## config.mk

```make
export PLATFORM = sky130hd
export DESIGN_NAME = grey_statis_accum
export DESIGN_NICKNAME = d
export VERILOG_FILES = /design/src/rtl/grey_statis_pkg.sv /design/src/rtl/grey_chn_adder.sv /design/src/rtl/grey_statis_accum.sv
export SDC_FILE = /design/constraint.sdc
export NUM_CORES = 1
export LEC_CHECK = 0
export ABC_AREA = 1
export BUFFER_PORTS_ARGS = -buffer_cell sky130_fd_sc_hd__buf_2
export CORE_MARGIN = 2
export CORE_UTILIZATION = 41
export DETAILED_ROUTE_END_ITERATION = 7
export HOLD_SLACK_MARGIN = 0.05
export RECOVER_POWER = 25
export SYNTH_ARGS = -nofsm -noshare
export SYNTH_HDL_FRONTEND = slang
export SYNTH_SLANG_ARGS = --single-unit
```

## constraint.sdc

```tcl
create_clock -name clk -period 2.7 [get_ports clk]
set_clock_uncertainty 0.1 [all_clocks]
set_input_delay 0 -clock clk [delete_from_list [all_inputs] [get_ports clk]]
set_output_delay 0 -clock clk [all_outputs]
set_load 0.05 [all_outputs]
```

## src/rtl/grey_statis_pkg.sv

```systemverilog
`default_nettype none
// +----------------------------------------------------------------------+
// | grey_statis_pkg : shared FSM encoding and width helpers              |
// | Revision: 1.0                                                        |
// +----------------------------------------------------------------------+
package grey_statis_pkg;

  localparam logic [1:0] c_ST_IDLE  = 2'd0;
  localparam logic [1:0] c_ST_ACCUM = 2'd1;
  localparam logic [1:0] c_ST_FLUSH = 2'd2;
  localparam logic [1:0] c_ST_STORE = 2'd3;

  function automatic int clog2(input int value);
    int r;
    r = 0;
    for (int i = 0; i < 31; i++) begin
      if ((1 << i) < value) r = i + 1;
    end
    return r;
  endfunction

  // Width of the per-clock channel sum: SENSOR_DAT_WIDTH + clog2(CHANNEL_NUM)
  function automatic int chn_sum_width(input int dat_w, input int chn_num);
    return dat_w + clog2(chn_num);
  endfunction

endpackage
`default_nettype wire

```

## src/rtl/grey_chn_adder.sv

```systemverilog
`default_nettype none
// +----------------------------------------------------------------------+
// | grey_chn_adder : registered adder tree over all channels, 1 cycle    |
// | Revision: 1.0                                                        |
// +----------------------------------------------------------------------+
module grey_chn_adder
  import grey_statis_pkg::*;
#(
  parameter int SENSOR_DAT_WIDTH = 10,
  parameter int CHANNEL_NUM      = 4,
  parameter int CHN_SUM_WIDTH    = chn_sum_width(SENSOR_DAT_WIDTH, CHANNEL_NUM)
) (
  input  logic                                  clk,
  input  logic                                  reset,
  input  logic                                  i_lval,
  input  logic [SENSOR_DAT_WIDTH*CHANNEL_NUM-1:0] iv_pix_data,
  output logic                                  o_lval,
  output logic [CHN_SUM_WIDTH-1:0]              ov_chn_sum
);

  localparam int c_NODES = 2 * CHANNEL_NUM - 1;

  // Heap-ordered tree: leaves at [CHANNEL_NUM-1 +: CHANNEL_NUM], root at [0]
  logic [CHN_SUM_WIDTH-1:0] w_tree [c_NODES];

  always_comb begin
    for (int i = 0; i < CHANNEL_NUM; i++) begin
      w_tree[CHANNEL_NUM-1+i] =
        CHN_SUM_WIDTH'(iv_pix_data[i*SENSOR_DAT_WIDTH +: SENSOR_DAT_WIDTH]);
    end
    for (int i = CHANNEL_NUM - 2; i >= 0; i--) begin
      w_tree[i] = w_tree[2*i+1] + w_tree[2*i+2];
    end
  end

  logic                     r_lval;
  logic [CHN_SUM_WIDTH-1:0] r_chn_sum;

  always_ff @(posedge clk) begin
    if (reset) begin
      r_lval    <= 1'b0;
      r_chn_sum <= '0;
    end else begin
      r_lval    <= i_lval;
      r_chn_sum <= w_tree[0];
    end
  end

  assign o_lval     = r_lval;
  assign ov_chn_sum = r_chn_sum;

endmodule
`default_nettype wire

```

## src/rtl/grey_statis_accum.sv

```systemverilog
`default_nettype none
// +----------------------------------------------------------------------+
// | grey_statis_accum : per-frame AOI grey sum / pixel count with latch  |
// | Revision: 1.0                                                        |
// +----------------------------------------------------------------------+
module grey_statis_accum
  import grey_statis_pkg::*;
#(
  parameter int SENSOR_DAT_WIDTH  = 10,
  parameter int CHANNEL_NUM       = 4,
  parameter int GREY_STATIS_WIDTH = 48,
  parameter int GREY_CNT_WIDTH    = 32
) (
  input  logic                                  clk,
  input  logic                                  reset,
  input  logic                                  i_fval,
  input  logic                                  i_lval,
  input  logic [SENSOR_DAT_WIDTH*CHANNEL_NUM-1:0] iv_pix_data,
  input  logic                                  i_interrupt_en,
  input  logic                                  i_interrupt_pin,
  output logic [GREY_STATIS_WIDTH-1:0]          ov_grey_statis_sum,
  output logic [GREY_CNT_WIDTH-1:0]             ov_grey_statis_cnt,
  output logic                                  o_statis_done
);

  localparam int c_CHN_SUM_W = chn_sum_width(SENSOR_DAT_WIDTH, CHANNEL_NUM);
  localparam logic [GREY_CNT_WIDTH:0] c_CNT_INC = (GREY_CNT_WIDTH+1)'(CHANNEL_NUM);

  logic                   w_lval_dly;
  logic [c_CHN_SUM_W-1:0] w_chn_sum;

  grey_chn_adder #(
    .SENSOR_DAT_WIDTH (SENSOR_DAT_WIDTH),
    .CHANNEL_NUM      (CHANNEL_NUM),
    .CHN_SUM_WIDTH    (c_CHN_SUM_W)
  ) u_chn_adder (
    .clk         (clk),
    .reset       (reset),
    .i_lval      (i_lval),
    .iv_pix_data (iv_pix_data),
    .o_lval      (w_lval_dly),
    .ov_chn_sum  (w_chn_sum)
  );

  logic [1:0]                   r_state;
  logic                         r_flush_cnt;
  logic                         r_fval_dly;
  logic                         r_fval_armed;
  logic                         r_pin_dly;
  logic [GREY_STATIS_WIDTH-1:0] r_acc_sum;
  logic [GREY_CNT_WIDTH-1:0]    r_acc_cnt;
  logic [GREY_STATIS_WIDTH-1:0] r_done_sum;
  logic [GREY_CNT_WIDTH-1:0]    r_done_cnt;
  logic [GREY_STATIS_WIDTH-1:0] r_out_sum;
  logic [GREY_CNT_WIDTH-1:0]    r_out_cnt;

  // A rise only counts once fval has been seen low, so a frame already
  // running when reset releases is never mistaken for a new frame.
  logic w_fval_rise;
  logic w_fval_fall;
  logic w_pin_rise;
  assign w_fval_rise = i_fval & ~r_fval_dly & r_fval_armed;
  assign w_fval_fall = ~i_fval & r_fval_dly;
  assign w_pin_rise  = i_interrupt_pin & ~r_pin_dly;

  logic                         w_accum_en;
  logic [GREY_STATIS_WIDTH:0]   w_sum_ext;
  logic [GREY_CNT_WIDTH:0]      w_cnt_ext;
  logic [GREY_STATIS_WIDTH-1:0] w_sum_sat;
  logic [GREY_CNT_WIDTH-1:0]    w_cnt_sat;

  assign w_accum_en = w_lval_dly & ((r_state == c_ST_ACCUM) | (r_state == c_ST_FLUSH));
  assign w_sum_ext  = {1'b0, r_acc_sum} + (GREY_STATIS_WIDTH+1)'(w_chn_sum);
  assign w_cnt_ext  = {1'b0, r_acc_cnt} + c_CNT_INC;
  assign w_sum_sat  = w_sum_ext[GREY_STATIS_WIDTH] ? '1 : w_sum_ext[GREY_STATIS_WIDTH-1:0];
  assign w_cnt_sat  = w_cnt_ext[GREY_CNT_WIDTH]    ? '1 : w_cnt_ext[GREY_CNT_WIDTH-1:0];

  always_ff @(posedge clk) begin
    if (reset) begin
      r_fval_dly   <= 1'b0;
      r_fval_armed <= ~i_fval;
      r_pin_dly    <= 1'b0;
    end else begin
      r_fval_dly <= i_fval;
      r_pin_dly  <= i_interrupt_pin;
      if (!i_fval) r_fval_armed <= 1'b1;
    end
  end

  always_ff @(posedge clk) begin
    if (reset) begin
      r_state     <= c_ST_IDLE;
      r_flush_cnt <= 1'b0;
    end else begin
      case (r_state)
        c_ST_IDLE: begin
          if (w_fval_rise) r_state <= c_ST_ACCUM;
        end
        c_ST_ACCUM: begin
          r_flush_cnt <= 1'b0;
          if (w_fval_fall) r_state <= c_ST_FLUSH;
        end
        c_ST_FLUSH: begin
          r_flush_cnt <= 1'b1;
          if (r_flush_cnt) r_state <= c_ST_STORE;
        end
        c_ST_STORE: r_state <= c_ST_IDLE;
        default:    r_state <= c_ST_IDLE;
      endcase
    end
  end

  always_ff @(posedge clk) begin
    if (reset) begin
      r_acc_sum <= '0;
      r_acc_cnt <= '0;
    end else if (w_accum_en) begin
      r_acc_sum <= w_sum_sat;
      r_acc_cnt <= w_cnt_sat;
    end else if ((r_state == c_ST_IDLE) || (r_state == c_ST_STORE)) begin
      r_acc_sum <= '0;
      r_acc_cnt <= '0;
    end
  end

  // The output latch reads the pre-update done value when a pin edge
  // coincides with STORE, since both registers update on the same edge.
  always_ff @(posedge clk) begin
    if (reset) begin
      r_done_sum <= '0;
      r_done_cnt <= '0;
      r_out_sum  <= '0;
      r_out_cnt  <= '0;
    end else begin
      if ((r_state == c_ST_STORE) && i_interrupt_en) begin
        r_done_sum <= r_acc_sum;
        r_done_cnt <= r_acc_cnt;
      end
      if (w_pin_rise) begin
        r_out_sum <= r_done_sum;
        r_out_cnt <= r_done_cnt;
      end
    end
  end

  assign ov_grey_statis_sum = r_out_sum;
  assign ov_grey_statis_cnt = r_out_cnt;
  assign o_statis_done      = (r_state == c_ST_STORE) & i_interrupt_en;

endmodule
`default_nettype wire
```

==> out/summary.md <==
The run finished with clean final reports. The number of different library cells in the post-synthesis netlist came out at 46. After routing the design area is 0.0157 sq mm. The number of global-route vias before repair was 12400; the required time at the endpoint of the critical path was 3.08 ns. The worst setup path is launched from a primary input. Total count of max-transition violations in the final report: 0. Power comes to 10.3 mW. Setup repair after global routing could not meet its margin everywhere.

The tools report the maximum VDD drop as 0.489 mV. The met2 track utilization from global routing is 0.398. The run gives 1 as the number of H-tree branching levels. Dividing total power by cell area gives a power density of 658 mW/mm^2. The count of endpoints failing hold in the final timing report is 0. The run gives 0.219 as the overall routing resource usage. Layer with the highest usage after global routing: met2.

The time the worst path needs with I/O delays and setup works out to 2.55 ns. The largest total area in the synthesized netlist belongs to sky130_fd_sc_hd__dfxtp_1. The post-place instance area came out at 0.0146 sq mm. The tree built by TritonCTS fans out to 256 sinks. When the netlist entered floorplanning its net count stood at 2065.

The global routing usage on met3 was 0.0214. The average cell area after synthesis was 6.81 sq um. The logs give 0 ns for the aggregate negative setup slack and 0 for the number of inserted diodes. In the routed design, unresolved DRC markers number 0.

At the pin with the least slew margin, the transition time is 0.975 ns. The run gives 0 as the number of antenna violations at the first check in global routing. From bottom edge to top edge, the die measures 185 um. The smallest hold slack is 0.113 ns. The die is 185 um wide. TritonCTS built the clock tree. The worst slew slack as a fraction of its limit is 0.350, and the slack of the critical path is 0.147 ns. The number of buffers created by CTS is 28. For the maximum number of pins on one net before global-route repair, the log shows 86.

The synthesized design contains 256 register bits. The cell area that synthesis handed to floorplanning was 0.0134 sq mm. The setup slack after placement was -0.146 ns. Yosys attributes the largest share of cell area to sky130_fd_sc_hd__dfxtp_1 38%, sky130_fd_sc_hd__nand2_1 13%, sky130_fd_sc_hd__nor2_1 8.1%, sky130_fd_sc_hd__o21ai_0 6.9%, sky130_fd_sc_hd__a21oi_1 6.0%.

The worst setup path is captured at a flip-flop. The net count of the finished layout is 2196, and the number of cells in the finished layout apart from fillers is 2558. The quantity of I/O buffers inserted on ports works out to 126. The critical path is of the in2reg type. Clock latency on the worst-skew pair, taken at its later pin, is 0.55 ns. The placed cell count is 2491. The share of cells above drive strength 1 is 0.109. The clock tree root driver cell was sky130_fd_sc_hd__clkbuf_16. The core region is 0.0324 sq mm. The run gives 0.484 as the final core utilization. The tools report the number of iterations in the first detailed-routing pass as 5. The maximum net fanout on the critical path is 3, and the met1 layer usage reported by global route is 0.278.

After clock tree synthesis, the clock-pin slew on the worst setup and hold paths is 0.06 ns. The first global-routing pass estimated 61.3 mm of wire. Synthesis handed over a netlist of 1967 instances. The logs give 3 for the maximum number of buffers from clock root to sink and 0.414 for the starting utilization of the core area.

Detailed placement finished with a half-perimeter wire length of 27.1 mm. In this run the remaining antenna-violating nets after routing total 0. Summed over all cells, the static leakage comes to 6.56 nW. The share of the clock period used by the worst path is 0.946. The total of warnings raised by yosys is 0, and the final weighted congestion of routability-driven global placement is 0.936. The top cell type's share of synthesized area came out at 0.381. 127 I/O pins were placed. The die covers 0.0341 sq mm. The logs give 3414 for the number of fillers in the final layout and 2.93 ns for the arrival time at the worst endpoint.

The type of the worst min-delay path was in2reg. Dividing the detail-routed wire length by the instance count gives 14.7 um. The total setup violations reported at the end of the flow was 0.

The logs give 599 for the DRC marker count from the first detailed-route iteration and 66 for the number of rows created at floorplan. The detailed router placed 12900 vias in this run. The tool flagged a number of max-cap violations equal to 0.

Wires add up to 37.7 mm. The area growth from synthesis to layout is 16.9%. The share of synthesized area occupied by flip-flops and latches was 0.383; the maximum clock frequency was 392 MHz. The via-per-instance ratio came out at 5.06.

Global routing finished with a remaining overflow of 0.
sequential cells by signal, summed over array words and instances (netlist names):
register                cells
ov_grey_statis_cnt         31
ov_grey_statis_sum         48
r_acc_cnt                  31
r_acc_sum                  48
r_done_cnt                 31
r_done_sum                 48
r_flush_cnt                 1
r_fval_armed                1
r_fval_dly                  1
r_pin_dly                   1
r_state                     2
u_chn_adder.o_lval          1
u_chn_adder.ov_chn_sum     12
per-layer routing:
layer	up-vias	routed length, um	share of wire
li1	6650	-	-
met1	5998	17200	0.46
met3	55	1340	0.036
met5	-	0	0
met4	0	754	0.020
met2	228	18400	0.49
critical path, cell delays in order:
cell and delay [ns]:
sky130_fd_sc_hd__dlygate4sd3_1 0.52, sky130_fd_sc_hd__buf_2 0.11, sky130_fd_sc_hd__inv_1 0.05, sky130_fd_sc_hd__fa_1 0.40, sky130_fd_sc_hd__o21ai_1 0.14, sky130_fd_sc_hd__buf_4 0.14
sky130_fd_sc_hd__nand4_1 0.07, sky130_fd_sc_hd__o211ai_1 0.13, sky130_fd_sc_hd__buf_4 0.15, sky130_fd_sc_hd__a21oi_1 0.08, sky130_fd_sc_hd__o21bai_1 0.14, sky130_fd_sc_hd__ha_1 0.28
sky130_fd_sc_hd__dlygate4sd3_1 0.59, sky130_fd_sc_hd__a21oi_1 0.13
final cells by class:
type | instances | area (sq um) | area share
Multi-Input combinational cell | 1440 | 7260 | 0.463
Sequential cell | 256 | 5130 | 0.328
Timing Repair Buffer | 185 | 1100 | 0.0702
Clock buffer | 41 | 821 | 0.0524
Inverter | 187 | 704 | 0.0450
Tap cell | 442 | 553 | 0.0353
Clock inverter | 7 | 90.1 | 0.00575
power breakdown:
group | internal [mW] | switching (mW)
registers | 4.06 | 0.150
clock network | 2.28 | 1.52
logic | 0.746 | 1.55
cell families (layout without fill, tap and decap cells):
| kind of cell | after synthesis | count (layout) | share of synthesized area |
|---|---|---|---|
| flip-flops | 256 | 256 | 0.383 |
| AND/OR/NAND/NOR | 952 | 952 | 0.302 |
| buffers and inverters | 271 | 420 | 0.0793 |
| AO/OA/AOI/OAI | 396 | 396 | 0.159 |
| XOR/XNOR | 40 | 40 | 0.0261 |
| adder cells (fa/ha/maj) | 52 | 52 | 0.0508 |
placed cells by master, fill, tap and decap left out, types with 2 or more instances in the layout:
cell type and instances:
sky130_fd_sc_hd__dlygate4sd3_1 19, sky130_fd_sc_hd__nand2_2 4, sky130_fd_sc_hd__nand3b_1 2, sky130_fd_sc_hd__nor3_1 27, sky130_fd_sc_hd__o21bai_1 7, sky130_fd_sc_hd__o211ai_1 2
sky130_fd_sc_hd__a21oi_1 159, sky130_fd_sc_hd__clkinv_2 5, sky130_fd_sc_hd__clkbuf_1 88, sky130_fd_sc_hd__nand4_1 20, sky130_fd_sc_hd__buf_4 33, sky130_fd_sc_hd__nor2_1 285
sky130_fd_sc_hd__nand2_4 2, sky130_fd_sc_hd__xnor2_1 15, sky130_fd_sc_hd__clkbuf_8 5, sky130_fd_sc_hd__nor4_1 8, sky130_fd_sc_hd__bufinv_16 2, sky130_fd_sc_hd__inv_2 29
sky130_fd_sc_hd__ha_1 47, sky130_fd_sc_hd__dfxtp_1 255, sky130_fd_sc_hd__nor2_4 3, sky130_fd_sc_hd__fa_1 4, sky130_fd_sc_hd__a21oi_2 26, sky130_fd_sc_hd__o21ai_0 180
sky130_fd_sc_hd__nand3_1 113, sky130_fd_sc_hd__xor2_1 25, sky130_fd_sc_hd__o21ai_1 11, sky130_fd_sc_hd__clkinvlp_4 2, sky130_fd_sc_hd__nor2_2 10, sky130_fd_sc_hd__buf_12 6
sky130_fd_sc_hd__nand3_2 19, sky130_fd_sc_hd__buf_2 45, sky130_fd_sc_hd__nand2_1 450, sky130_fd_sc_hd__inv_1 156, sky130_fd_sc_hd__nor3_2 6, sky130_fd_sc_hd__clkbuf_16 29
Yosys cell counts (all sizes together):
cell type,instances
nand2,456
nor2,298
dfxtp,255
o21ai,192
a21oi,185
inv,183
nand3,133
clkbuf,70
ha,48
nor3,33
xor2,25
nand4,20
xnor2,15
buf,14
nor4,8
o21bai,7
clkinv,4
fa,4
a21boi,2
nand3b,2
o2111ai,2
o211ai,2
a211oi,1
a21o,1
a22o,1
a31oi,1
and2,1
edfxtp,1
nor2b,1
o21a,1
o22ai,1
repair_timing:
| item | CTS | global route |
|---|---|---|
| hold endpoints to repair | 173 | 0 |
| hold buffers | 19 | 0 |
| setup endpoints to repair | 0 | 6 |
| buffers inserted | 0 | 0 |
| gates resized for setup | 0 | 15 |
worst paths after layout:
path,slack [ns],to,from,depth (start not counted)
worst min register to register,0.38,r_acc_sum[40],r_acc_sum[40],2
worst max-delay path,0.15,u_chn_adder.ov_chn_sum[10],iv_pix_data[11],14
worst min-delay path,0.11,u_chn_adder.ov_chn_sum[9],iv_pix_data[9],5
worst max register to register,0.17,r_acc_sum[42],r_acc_sum[0],15
No activity file was read; power rests on OpenSTA's default activity.
